### src/rtl/de10_mem_arbiter_if.sv
// Bundle of the two core request ports and the memory bus seen by the arbiter.
interface de10_mem_arbiter_if;
  // Instruction-fetch port
  logic        i_req;
  logic [31:0] i_addr;
  logic        i_done;
  logic [31:0] i_rdata;
  // Load/store port
  logic        d_req;
  logic [31:0] d_addr;
  logic        d_we;
  logic [3:0]  d_be;
  logic [31:0] d_wdata;
  logic        d_done;
  logic [31:0] d_rdata;
  logic        err;
  // Memory bus towards the bus controller
  logic [31:0] mem_addr;
  logic        mem_we;
  logic [3:0]  mem_be;
  logic [31:0] mem_wdata;
  logic [31:0] mem_rdata;
  logic        mem_ready;

  // Arbiter side
  modport slave (
    input  i_req, i_addr, d_req, d_addr, d_we, d_be, d_wdata, mem_rdata, mem_ready,
    output i_done, i_rdata, d_done, d_rdata, err, mem_addr, mem_we, mem_be, mem_wdata
  );

  // Core / bus-controller side
  modport master (
    output i_req, i_addr, d_req, d_addr, d_we, d_be, d_wdata, mem_rdata, mem_ready,
    input  i_done, i_rdata, d_done, d_rdata, err, mem_addr, mem_we, mem_be, mem_wdata
  );
endinterface

### src/rtl/de10_mem_arbiter.sv
// Two-master arbiter (instruction fetch + load/store) onto the DE10 memory bus,
// with bounded d-port streaks and a per-transaction timeout.
module de10_mem_arbiter #(
  parameter int unsigned D_STREAK_MAX = 4,
  parameter int unsigned TIMEOUT      = 255
) (
  input logic               clk,
  input logic               rst_n,
  de10_mem_arbiter_if.slave bus
);

  localparam int unsigned SW = $clog2(D_STREAK_MAX + 1);
  localparam int unsigned CW = 8;

  typedef enum logic [1:0] {IDLE, BUSY, RESP} state_e;

  state_e        state_q;
  logic          owner_d_q;
  logic [SW-1:0] streak_q;
  logic [SW-1:0] streak_d;
  logic [CW-1:0] cnt_q;
  logic [31:0]   mem_addr_q;
  logic          mem_we_q;
  logic [3:0]    mem_be_q;
  logic [31:0]   mem_wdata_q;
  logic          i_done_q;
  logic          d_done_q;
  logic          err_q;
  logic [31:0]   i_rdata_q;
  logic [31:0]   d_rdata_q;
  logic          grant_i_c;
  logic          timeout_hit_c;

  // Grant decision and next streak count for a grant made in IDLE
  always_comb begin
    grant_i_c     = bus.i_req && (!bus.d_req || (streak_q == SW'(D_STREAK_MAX)));
    timeout_hit_c = (cnt_q == CW'(TIMEOUT - 1));
    streak_d      = streak_q;
    if (grant_i_c) begin
      streak_d = '0;
    end else if (bus.d_req) begin
      streak_d = bus.i_req ? (streak_q + SW'(1)) : '0;
    end
  end

  // Arbitration FSM with registered bus and response outputs
  always_ff @(posedge clk or negedge rst_n) begin
    if (!rst_n) begin
      state_q     <= IDLE;
      owner_d_q   <= 1'b0;
      streak_q    <= '0;
      cnt_q       <= '0;
      mem_addr_q  <= '0;
      mem_we_q    <= 1'b0;
      mem_be_q    <= '0;
      mem_wdata_q <= '0;
      i_done_q    <= 1'b0;
      d_done_q    <= 1'b0;
      err_q       <= 1'b0;
      i_rdata_q   <= '0;
      d_rdata_q   <= '0;
    end else begin
      i_done_q <= 1'b0;
      d_done_q <= 1'b0;
      err_q    <= 1'b0;
      case (state_q)
        IDLE: begin
          if (bus.i_req || bus.d_req) begin
            streak_q  <= streak_d;
            owner_d_q <= !grant_i_c;
            cnt_q     <= '0;
            state_q   <= BUSY;
            if (grant_i_c) begin
              mem_addr_q <= bus.i_addr;
              mem_we_q   <= 1'b0;
              mem_be_q   <= 4'hF;
            end else begin
              mem_addr_q  <= bus.d_addr;
              mem_we_q    <= bus.d_we;
              mem_be_q    <= bus.d_be;
              mem_wdata_q <= bus.d_wdata;
            end
          end
        end
        BUSY: begin
          if (bus.mem_ready || timeout_hit_c) begin
            // A ready arriving on the timeout cycle still counts as success
            mem_we_q <= 1'b0;
            cnt_q    <= '0;
            err_q    <= !bus.mem_ready;
            state_q  <= RESP;
            if (owner_d_q) begin
              d_done_q  <= 1'b1;
              d_rdata_q <= bus.mem_ready ? bus.mem_rdata : '0;
            end else begin
              i_done_q  <= 1'b1;
              i_rdata_q <= bus.mem_ready ? bus.mem_rdata : '0;
            end
          end else begin
            cnt_q <= cnt_q + CW'(1);
          end
        end
        RESP: begin
          // mem_addr stays put: the controller decodes data by last cycle's address
          cnt_q   <= '0;
          state_q <= IDLE;
        end
        default: state_q <= IDLE;
      endcase
    end
  end

  assign bus.mem_addr  = mem_addr_q;
  assign bus.mem_we    = mem_we_q;
  assign bus.mem_be    = mem_be_q;
  assign bus.mem_wdata = mem_wdata_q;
  assign bus.i_done    = i_done_q;
  assign bus.d_done    = d_done_q;
  assign bus.err       = err_q;
  assign bus.i_rdata   = i_rdata_q;
  assign bus.d_rdata   = d_rdata_q;

endmodule
### src/flat_wrapper.sv
// flat-port wrapper written by rule: the top's interface ports become plain ports
module de10_mem_arbiter_flat 
#(
  parameter int unsigned D_STREAK_MAX = 4,
  parameter int unsigned TIMEOUT      = 255
)
  (clk, rst_n, bus_i_req, bus_i_addr, bus_d_req, bus_d_addr, bus_d_we, bus_d_be, bus_d_wdata, bus_mem_rdata, bus_mem_ready, bus_i_done, bus_i_rdata, bus_d_done, bus_d_rdata, bus_err, bus_mem_addr, bus_mem_we, bus_mem_be, bus_mem_wdata);
  de10_mem_arbiter_if bus_i ();
  input logic clk;
  input logic rst_n;
  input wire logic [$bits(bus_i.i_req)-1:0] bus_i_req;
  input wire logic [$bits(bus_i.i_addr)-1:0] bus_i_addr;
  input wire logic [$bits(bus_i.d_req)-1:0] bus_d_req;
  input wire logic [$bits(bus_i.d_addr)-1:0] bus_d_addr;
  input wire logic [$bits(bus_i.d_we)-1:0] bus_d_we;
  input wire logic [$bits(bus_i.d_be)-1:0] bus_d_be;
  input wire logic [$bits(bus_i.d_wdata)-1:0] bus_d_wdata;
  input wire logic [$bits(bus_i.mem_rdata)-1:0] bus_mem_rdata;
  input wire logic [$bits(bus_i.mem_ready)-1:0] bus_mem_ready;
  output wire logic [$bits(bus_i.i_done)-1:0] bus_i_done;
  output wire logic [$bits(bus_i.i_rdata)-1:0] bus_i_rdata;
  output wire logic [$bits(bus_i.d_done)-1:0] bus_d_done;
  output wire logic [$bits(bus_i.d_rdata)-1:0] bus_d_rdata;
  output wire logic [$bits(bus_i.err)-1:0] bus_err;
  output wire logic [$bits(bus_i.mem_addr)-1:0] bus_mem_addr;
  output wire logic [$bits(bus_i.mem_we)-1:0] bus_mem_we;
  output wire logic [$bits(bus_i.mem_be)-1:0] bus_mem_be;
  output wire logic [$bits(bus_i.mem_wdata)-1:0] bus_mem_wdata;
  assign bus_i.i_req = bus_i_req;
  assign bus_i.i_addr = bus_i_addr;
  assign bus_i.d_req = bus_d_req;
  assign bus_i.d_addr = bus_d_addr;
  assign bus_i.d_we = bus_d_we;
  assign bus_i.d_be = bus_d_be;
  assign bus_i.d_wdata = bus_d_wdata;
  assign bus_i.mem_rdata = bus_mem_rdata;
  assign bus_i.mem_ready = bus_mem_ready;
  assign bus_i_done = bus_i.i_done;
  assign bus_i_rdata = bus_i.i_rdata;
  assign bus_d_done = bus_i.d_done;
  assign bus_d_rdata = bus_i.d_rdata;
  assign bus_err = bus_i.err;
  assign bus_mem_addr = bus_i.mem_addr;
  assign bus_mem_we = bus_i.mem_we;
  assign bus_mem_be = bus_i.mem_be;
  assign bus_mem_wdata = bus_i.mem_wdata;
  de10_mem_arbiter #(.D_STREAK_MAX(D_STREAK_MAX), .TIMEOUT(TIMEOUT)) u_core (.clk(clk), .rst_n(rst_n), .bus(bus_i));
endmodule
### config.mk
export PLATFORM = sky130hd
export DESIGN_NAME = de10_mem_arbiter_flat
export DESIGN_NICKNAME = d
export VERILOG_FILES = /design/src/rtl/de10_mem_arbiter_if.sv /design/src/rtl/de10_mem_arbiter.sv /design/src/flat_wrapper.sv
export SDC_FILE = /design/constraint.sdc
export NUM_CORES = 1
export LEC_CHECK = 0
export CAP_MARGIN = 10
export CORE_MARGIN = 5
export CORE_UTILIZATION = 40
export CTS_CLUSTER_DIAMETER = 40
export DETAILED_ROUTE_END_ITERATION = 8
export PLACE_DENSITY = 0.77
export SYNTH_ARGS = -nofsm -noshare
export SYNTH_HDL_FRONTEND = slang
export SYNTH_SLANG_ARGS = --single-unit
export TNS_END_PERCENT = 10
### constraint.sdc
create_clock -name clk -period 4 [get_ports clk]
set_input_delay 0.8 -clock clk [delete_from_list [all_inputs] [get_ports clk]]
set_output_delay 0.8 -clock clk [all_outputs]
set_load 0.02 [all_outputs]
======== After elaboration in Yosys (flattened, before gate mapping) ========
Index checks and enable logic that the tools add are counted.
word-level totals
  output and inout bits ................... 136
  bits in registers ....................... 150
  word-level logic and storage cells ...... 66
  input bits .............................. 138
cells by class
  reductions and logical operators ........ 19
  bitwise logic cells ..................... 2
  mux-type cells .......................... 24
  eq/ne operators ......................... 6
  $add $sub $neg .......................... 2
operators with widths
  operator                                                                  count
  32-bit 2-to-1 mux                                                         2
  8-bit one-hot mux with 3 select lines                                     1
  8-bit 2-to-1 mux                                                          2
  3-bit AND reduction                                                       5
  1-bit 2-to-1 mux                                                          11
  3-bit 2-to-1 mux                                                          3
  8-bit by 1-bit adder with 8-bit output (second input constant)            1
  8-bit equality test (second input constant)                               1
  2-bit AND reduction                                                       3
  2-bit 2-to-1 mux                                                          2
  4-bit 2-to-1 mux                                                          1
  2-bit by 1-bit inequality test with 1-bit output (second input constant)  2
  2-bit one-hot mux with 2 select lines                                     1
  2-bit nonzero test                                                        2
  3-bit by 1-bit adder with 3-bit output (second input constant)            1
  3-bit equality test (second input constant)                               1
  1-bit zero test                                                           3
  1-bit logical OR                                                          3
  3-bit nonzero test                                                        1
  2-bit by 1-bit equality test with 1-bit output (second input constant)    1
  2-bit equality test (second input constant)                               1
  2-bit zero test                                                           1
  1-bit NOT                                                                 2
  1-bit one-hot mux with 2 select lines                                     1
  1-bit logical AND                                                         1

======== Longest topological paths before layout ========
Gate-level depths: netlist (run 1).
  depth after elaboration ................. 6
  mapped depth ............................ 8
  mapped depth without buffers ............ 6

======== Least setup slack after synthesis (run 1) ========
No wires, ideal clock.
  path type ............................... input to register
  start ................................... in bus_i_req
  end ..................................... reg u_core.mem_wdata_q[0], in the netlist u_core.bus.mem_wdata[0]
  data arrival time ....................... 1.819 ns
  buffers on the path ..................... 3
  cell stages on the path ................. 6
  required time ........................... 3.875 ns
  library setup time ...................... 0.125 ns
  slack ................................... 2.056 ns
  cells stage by stage .................... buf_2 > o21a_1 > buf_6 > nand2_4 > buf_6 > mux2_4
on the way
  longest elaborated chain between the ends .. 3
  elaborated cells on any way between the ends .. 4
  classes of those cells .................. bitwise: 1; reduce/logical: 3
RTL lines
  item                             line                    text
  start: declaration               flat_wrapper.sv:11      input wire logic [$bits(bus_i.i_req)-1:0] bus_i_req;
  1-bit logical AND                de10_mem_arbiter.sv:36  grant_i_c = bus.i_req && (!bus.d_req || (streak_q == SW'(D_STREAK_MAX)));
  1-bit NOT (no line)              n/a
  3-bit AND reduction (no line) *  n/a
  end signal: assignment           de10_mem_arbiter.sv:81  mem_wdata_q <= bus.d_wdata;
  end: declaration                 de10_mem_arbiter.sv:25  logic [31:0] mem_wdata_q;
Mark *: on every way between the ends. The rest lies on a longest branch, timed or not.
A chain may end at the register's enable or synchronous reset.

======== Worst setup path in the final report (run 1) ========
  start ................................... in bus_i_req
  end ..................................... reg u_core.mem_wdata_q[4], in the netlist u_core.bus.mem_wdata[4]
The elaborated chain is that of the path after synthesis.

==> run_results.csv, run 1 <==
group,metric,value,unit
outcome,status,"finished clean",
timing,tns,0,ns
floorplan,die_y,136,um
floorplan,die-area,18500,um^2
power_and_ir_drop,p_seq_share,32.6,%
routing,drt_iter0_drc,164,
min_path,hold_path.class,"reg2reg",
clock_network,cts-root-buf,"clkbuf_16",
placed_design,dp_hpwl,13400,um
yosys,yosysWarnings,0,
placed_design,dp_slack,1.08,ns
yosys,synth_cell_types,42,
routing,ant_nets,0,
global_routing,grt-ovfl-total,0,
yosys,synth_fp_nets,639,
timing,hold_violations,0,
timing,slew_headroom,35.7,%
floorplan,core,15700,um^2
yosys,synth.ff_latch_count,150,
placed_design,dp_cells,957,
clock_network,h-tree-depth,4,
clock_network,clock_insertion_delay_worst_skew,0.41,ns
floorplan,row_count,46,
critical_path,cp-end-kind,"flop",
yosys,synthArstFlopShare,100,%
critical_path,critPathMaxFanout,33,
routing,firstDrtPassIters,6,
cells_and_area,stdcell_count,989,
timing,min_period,2.48,ns
cells_and_area,layout-drive-gt1-share,11.3,%
power_and_ir_drop,p_clk_share,19.8,%
placed_design,gp_congestion,0.805,
yosys,synth_ff_type,"dfrtp_1",
timing,tightest_slew,0.965,ns
routing,vias_per_cell,4.99,
routing,wl_per_cell,17.9,um
routing,drc,0,
critical_path,cpLargestDelayFamily,"buffers and inverters",
power_and_ir_drop,p_sw_share,37.2,%
global_routing,grt_max_degree,109,
yosys,syn_area,6350,um^2
critical_path,path_cells,"clkdlybuf4s50_1, o21a_1, nand2_4, mux2_4",
placed_design,io_buffers,273,
clock_network,cts_max_path_buffers,2,
yosys,synth-edff-count,0,
critical_path,required,4.29,ns
timing,finClkSkew,0.00664,ns
power_and_ir_drop,leakage,4.27,nW
power_and_ir_drop,p_per_area,822,nW/um^2
critical_path,cp.arrival,2.77,ns
power_and_ir_drop,p_switching,2.98,mW
clock_network,cts_hold_buf,0,
cells_and_area,finalNetCount,902,
power_and_ir_drop,peakVddDrop,0.423,mV
clock_network,cts_made_buffers,17,
cells_and_area,antenna_cells,0,
power_and_ir_drop,p_comb_share,47.6,%
global_routing,grt_pass1_wl,27400,um
routing,drt_wl_total,17700,um
clock_network,cts_resized,0,
clock_network,cts_sinks,150,
power_and_ir_drop,total_power,8.02,mW
timing,fin_ws,1.52,ns
global_routing,antenna_found_initial,0,
timing,rsz0062_at_grt,"no",
timing,finalMaxSlewViolations,0,
yosys,ys_seq_area_share,59.1,%
timing,fmaxAchievable,404,MHz
job,maxCapViolations,0,
global_routing,grt_usage,19.0,%
clock_network,clk_pin_slew_worst_paths,0.06,ns
critical_path,crit_type,"in2reg",
clock_network,postCtsSetupBuffers,0,
routing,route.vias.total,4935,
power_and_ir_drop,cell_internal_pwr,5.03,mW
cells_and_area,syn_to_final_growth,53.4,%
critical_path,cpPeakStageDelay,0.68,ns
floorplan,floorplan.initialDensity,40.4,%
timing,hold_slack,0.479,ns
yosys,avgSynthCellArea,12.8,um^2
floorplan,ios,274,
timing,setup-violations-final,0,
critical_path,cp.buffers_inverters,1,
cells_and_area,fillers,1206,
critical_path,cp_slowest_cell,"clkdlybuf4s50_1",
timing,min_period_over_period,61.9,%
clock_network,cts_tree,"built",
yosys,syn_inst,497,
floorplan,die_w,136,um
global_routing,grt_pass1_vias,5182,
critical_path,start_kind,"input pin",
layout make-up:
cell class                      count  area, um^2  area share (%)
Tap cell                          216         270            2.77
Sequential cell                   150        3750            38.5
Multi-Input combinational cell    305        2320            23.8
Clock buffer                       17         425            4.36
Inverter                            6        22.5           0.231
Timing Repair Buffer              280        2790            28.6
Clock inverter                     15         169            1.73
metal layers:
metal | GRT usage (%) | vias to the layer above | wire length (um)
met5 | 0 | - | 0
met4 | 7.28 | 0 | 461
met3 | 8.59 | 30 | 2030
met2 | 31.2 | 230 | 8480
met1 | 21.8 | 2355 | 6710
li1 | - | 2320 | -
metrics by stage:
step           util, %  area [um^2]
5_1_grt           62.0         9750
4_1_cts           62.0         9750
3_5_place_dp      58.3         9160
3_3_place_gp      58.3         9160
6_report          62.0         9750
2_1_floorplan        -         6350
cells by family after synthesis:
kind of cell / after synthesis / synth area share (%)
AO/OA/AOI/OAI: 113 / 13.6
flip-flops: 150 / 59.1
XOR/XNOR: 6 / 0.827
AND/OR/NAND/NOR: 118 / 8.70
buffers and inverters: 42 / 4.53
multiplexers: 64 / 12.4
adder cells (fa/ha/maj): 4 / 0.788
sequential cells by signal (all words and copies together) (netlist names), 2 cells and up:
name / cells
u_core.streak_q: 3
u_core.bus.mem_be: 4
u_core.bus.mem_wdata: 32
u_core.bus.mem_addr: 32
u_core.cnt_q: 8
u_core.state_q: 2
u_core.bus.d_rdata: 32
u_core.bus.i_rdata: 32
path summary, 6_finish.rpt:
path                       slack (ns)  cells past startpoint                           startpoint                                   to
setup / recovery                 1.52                      4                            bus_i_req  u_core.bus.mem_wdata[4]$_DFFE_PN0P_
setup reg to reg                 1.85                      6          u_core.cnt_q[0]$_DFFE_PN0P_   u_core.bus.i_rdata[23]$_DFFE_PN0P_
hold / removal                   0.48                      2  u_core.bus.mem_addr[14]$_DFFE_PN0P_  u_core.bus.mem_addr[14]$_DFFE_PN0P_
min in group asynchronous        0.50                      1                                rst_n    u_core.bus.d_rdata[8]$_DFFE_PN0P_
max in group asynchronous        2.61                      2                                rst_n  u_core.bus.mem_wdata[6]$_DFFE_PN0P_
hold reg to reg                  0.48                      2  u_core.bus.mem_addr[14]$_DFFE_PN0P_  u_core.bus.mem_addr[14]$_DFFE_PN0P_
placed cells by master, fill, tap and decap left out, types with 4 or more instances in the layout:
master | Yosys | final
o21ai_1 | 10 | 10
dfrtp_1 | 150 | 149
a21oi_1 | 5 | 5
buf_4 | 5 | 7
nand3_1 | 4 | 4
o21ai_0 | 27 | 27
nor2_1 | 14 | 14
mux2i_1 | 32 | 32
inv_1 | 6 | 6
mux2_4 | 29 | 29
ha_1 | 4 | 4
inv_6 | 0 | 5
nand2_1 | 77 | 77
o2bb2ai_1 | 32 | 32
clkdlybuf4s50_1 | 0 | 272
clkbuf_16 | 0 | 17
a32o_1 | 32 | 32
power groups by stage:
stage	logic (mW)	clock network (mW)	registers (mW)
final	3.82	1.59	2.61
after global routing	4.07	1.69	2.70
after CTS	3.87	1.63	2.62
after detailed placement	3.86	0	2.63
after global placement	3.77	0	2.60
after floorplan	1.32	0	3.38
worst min-delay path: cells and delay by family (launching register included):
kind	cells	cell delay, ns
AO/OA/AOI/OAI	1	0.06
flip-flops	1	0.34
AND/OR/NAND/NOR	1	0.04
cell usage after synthesis (4+ instances only):
cell       count  share of area [%]
mux2_4        29                6.9
dfrtp_1      150                 59
buf_6         12                2.1
nor2_1        14               0.83
clkbuf_1      14               0.83
a32o_1        32                5.0
buf_2          4               0.32
inv_1          6               0.35
o21ai_0       27                2.1
buf_4          5               0.59
o21ai_1       10               0.79
nand2_1       77                4.5
mux2i_1       32                5.0
o2bb2ai_1     32                4.4
nand3_1        4               0.32
ha_1           4               0.79
a21oi_1        5               0.39
Power figures use the tool's default switching activity.
==> run 2: changes to the inputs <==
==> constraint.sdc (replaced) <==
create_clock -name clk -period 2.5 [get_ports clk]
set_input_delay 0.5 -clock clk [delete_from_list [all_inputs] [get_ports clk]]
set_output_delay 0.5 -clock clk [all_outputs]
set_load 0.02 [all_outputs]
==> run 2 against run 1 <==
- critical path depth down 3
- flip-flop and latch count unchanged
- first-iteration DRC count up 54%
- clock skew up 0.0052 ns
==> run_results.csv, run 2 (synthesized netlist as in run 1, its figures left out) <==
group,metric,value,unit
timing,finalMaxSlewViolations,0,
critical_path,ff2ff_setup_slack,0.62,ns
clock_network,clk_pin_slew_worst_paths,0.07,ns
timing,min_period,1.94,ns
timing,slew_headroom,58.7,%
outcome,status,"finished clean",
cells_and_area,final_core_util,62.7,%
cells_and_area,finalNetCount,908,
critical_path,cpLargestDelayFamily,"buffers and inverters",
clock_network,cts_tree,"built",
power_and_ir_drop,cell_internal_pwr,8.04,mW
critical_path,required,2.00,ns
power_and_ir_drop,p_sw_share,37.8,%
power_and_ir_drop,p_comb_share,47.5,%
routing,drt_wl_total,18300,um
timing,setup-violations-final,0,
clock_network,cts_max_path_buffers,2,
timing,finClkSkew,0.0118,ns
power_and_ir_drop,p_per_area,1310,nW/um^2
floorplan,die-area,18500,um^2
power_and_ir_drop,leakage,4.31,nW
job,maxCapViolations,0,
power_and_ir_drop,p_switching,4.90,mW
global_routing,grt_pass1_vias,5297,
critical_path,reg2reg_to,"u_core.bus.d_rdata[25]$_DFFE_PN0P_",
critical_path,rr_startpoint,"u_core.cnt_q[0]$_DFFE_PN0P_",
cells_and_area,layout_commonest_cell,"clkdlybuf4s50_1",
critical_path,critPathMaxFanout,2,
timing,rsz0062_at_grt,"no",
clock_network,cts_hold_buf,0,
floorplan,die_w,136,um
placed_design,gp_congestion,0.833,
cells_and_area,layout_common_cells,"272 x clkdlybuf4s50_1, 149 x dfrtp_1, 77 x nand2_1",
clock_network,cts-root-buf,"clkbuf_16",
timing,tns,0,ns
global_routing,grt_usage,19.8,%
global_routing,grt_pass1_wl,28400,um
global_routing,antenna_found_initial,0,
routing,drc,0,
routing,route.vias.total,4983,
floorplan,row_count,46,
cells_and_area,syn_to_final_growth,54.9,%
routing,firstDrtPassIters,4,
critical_path,cp-end-kind,"output pin",
clock_network,cts_made_buffers,17,
floorplan,floorplan.initialDensity,40.4,%
placed_design,dp_cells,963,
power_and_ir_drop,p_clk_share,19.5,%
floorplan,core,15700,um^2
clock_network,cts_resized,0,
timing,min_period_over_period,77.7,%
min_path,hold_path.class,"in2async",
critical_path,crit_type,"reg2out",
cells_and_area,stdcell_count,995,
power_and_ir_drop,p_seq_share,33.1,%
timing,hold_violations,0,
global_routing,grt_max_degree,65,
critical_path,ff2ff_path_depth,6,
timing,tightest_slew,0.619,ns
floorplan,ios,274,
power_and_ir_drop,total_power,12.9,mW
clock_network,h-tree-depth,4,
critical_path,start_kind,"flop",
critical_path,cp.buffers_inverters,1,
placed_design,io_buffers,273,
routing,vias_per_cell,5.01,
cells_and_area,antenna_cells,0,
floorplan,die_y,136,um
critical_path,path_cells,"clkdlybuf4s50_1",
routing,ant_nets,0,
timing,fmaxAchievable,515,MHz
routing,drt_iter0_drc,253,
critical_path,cp_slowest_cell,"clkdlybuf4s50_1",
power_and_ir_drop,peakVddDrop,0.742,mV
placed_design,dp_hpwl,13900,um
cells_and_area,layout-drive-gt1-share,11.9,%
global_routing,grt-ovfl-total,0,
clock_network,clock_insertion_delay_worst_skew,0.42,ns
critical_path,cpPeakStageDelay,0.66,ns
clock_network,cts_sinks,150,
critical_path,cp.arrival,1.44,ns
clock_network,postCtsSetupBuffers,0,
routing,wl_per_cell,18.4,um
-- run 2: changes by cell type in the layout (fill, tap and decap cells not counted), sizes merged --
cell | previous run | this run
bufinv | 2 | 1
clkinv | 4 | 2
inv | 12 | 15
buf | 8 | 14
-- run 2: per-stage QoR --
stage               instance area [um^2]  hold WS (ns)  worst slack [ns]
detailed placement                  9260         0.470             0.248
finish                              9840        0.0542             0.558
global placement                    9260         0.462             0.291
floorplan                           6350         0.204             0.856
global route                        9840        0.0887             0.480
CTS                                 9840        0.0703             0.523
-- run 2: how the worst max path moves through the flow --
| stage | start | endpoint | slack (ns) | depth (start not counted) |
|---|---|---|---|---|
| floorplan | bus_i_req | u_core.bus.mem_wdata[0]$_DFFE_PN0P_ | 0.86 | 6 |
| global placement | bus_i_req | u_core.bus.mem_wdata[28]$_DFFE_PN0P_ | 0.29 | 5 |
| detailed placement | bus_i_req | u_core.bus.mem_wdata[28]$_DFFE_PN0P_ | 0.25 | 5 |
| CTS | u_core.bus.mem_wdata[13]$_DFFE_PN0P_ | bus_mem_wdata[13] | 0.52 | 1 |
| global route | u_core.cnt_q[0]$_DFFE_PN0P_ | u_core.bus.d_rdata[6]$_DFFE_PN0P_ | 0.48 | 6 |
| finish | u_core.bus.i_rdata[23]$_DFFE_PN0P_ | bus_i_rdata[23] | 0.56 | 1 |
-- run 2: per-layer routing --
metal / vias to the layer above / wire length [um] / track usage, %
li1: 2332 / - / -
met1: 2392 / 7060 / 23.3
met2: 231 / 8730 / 32.5
met3: 28 / 2010 / 9.03
met4: 0 / 489 / 6.27
met5: - / 0 / 0
-- run 2: layout make-up --
type	count	area [um^2]
timing repair buffer	286	2890
fill	1193	5870
multi-input combinational	305	2320
inverter	6	22.5
sequential	150	3750
tap	216	270
clock inverter	15	156
clock buffer	17	425
-- run 2: power by group through the flow --
stage / Sequential, mW / Clock (mW) / Combinational, mW
3_5_place_dp: 4.31 / 0 / 6.19
5_1_grt: 4.42 / 2.68 / 6.52
6_report: 4.28 / 2.52 / 6.14
3_3_place_gp: 4.26 / 0 / 6.04
2_1_floorplan: 5.40 / 0 / 2.11
4_1_cts: 4.29 / 2.58 / 6.21
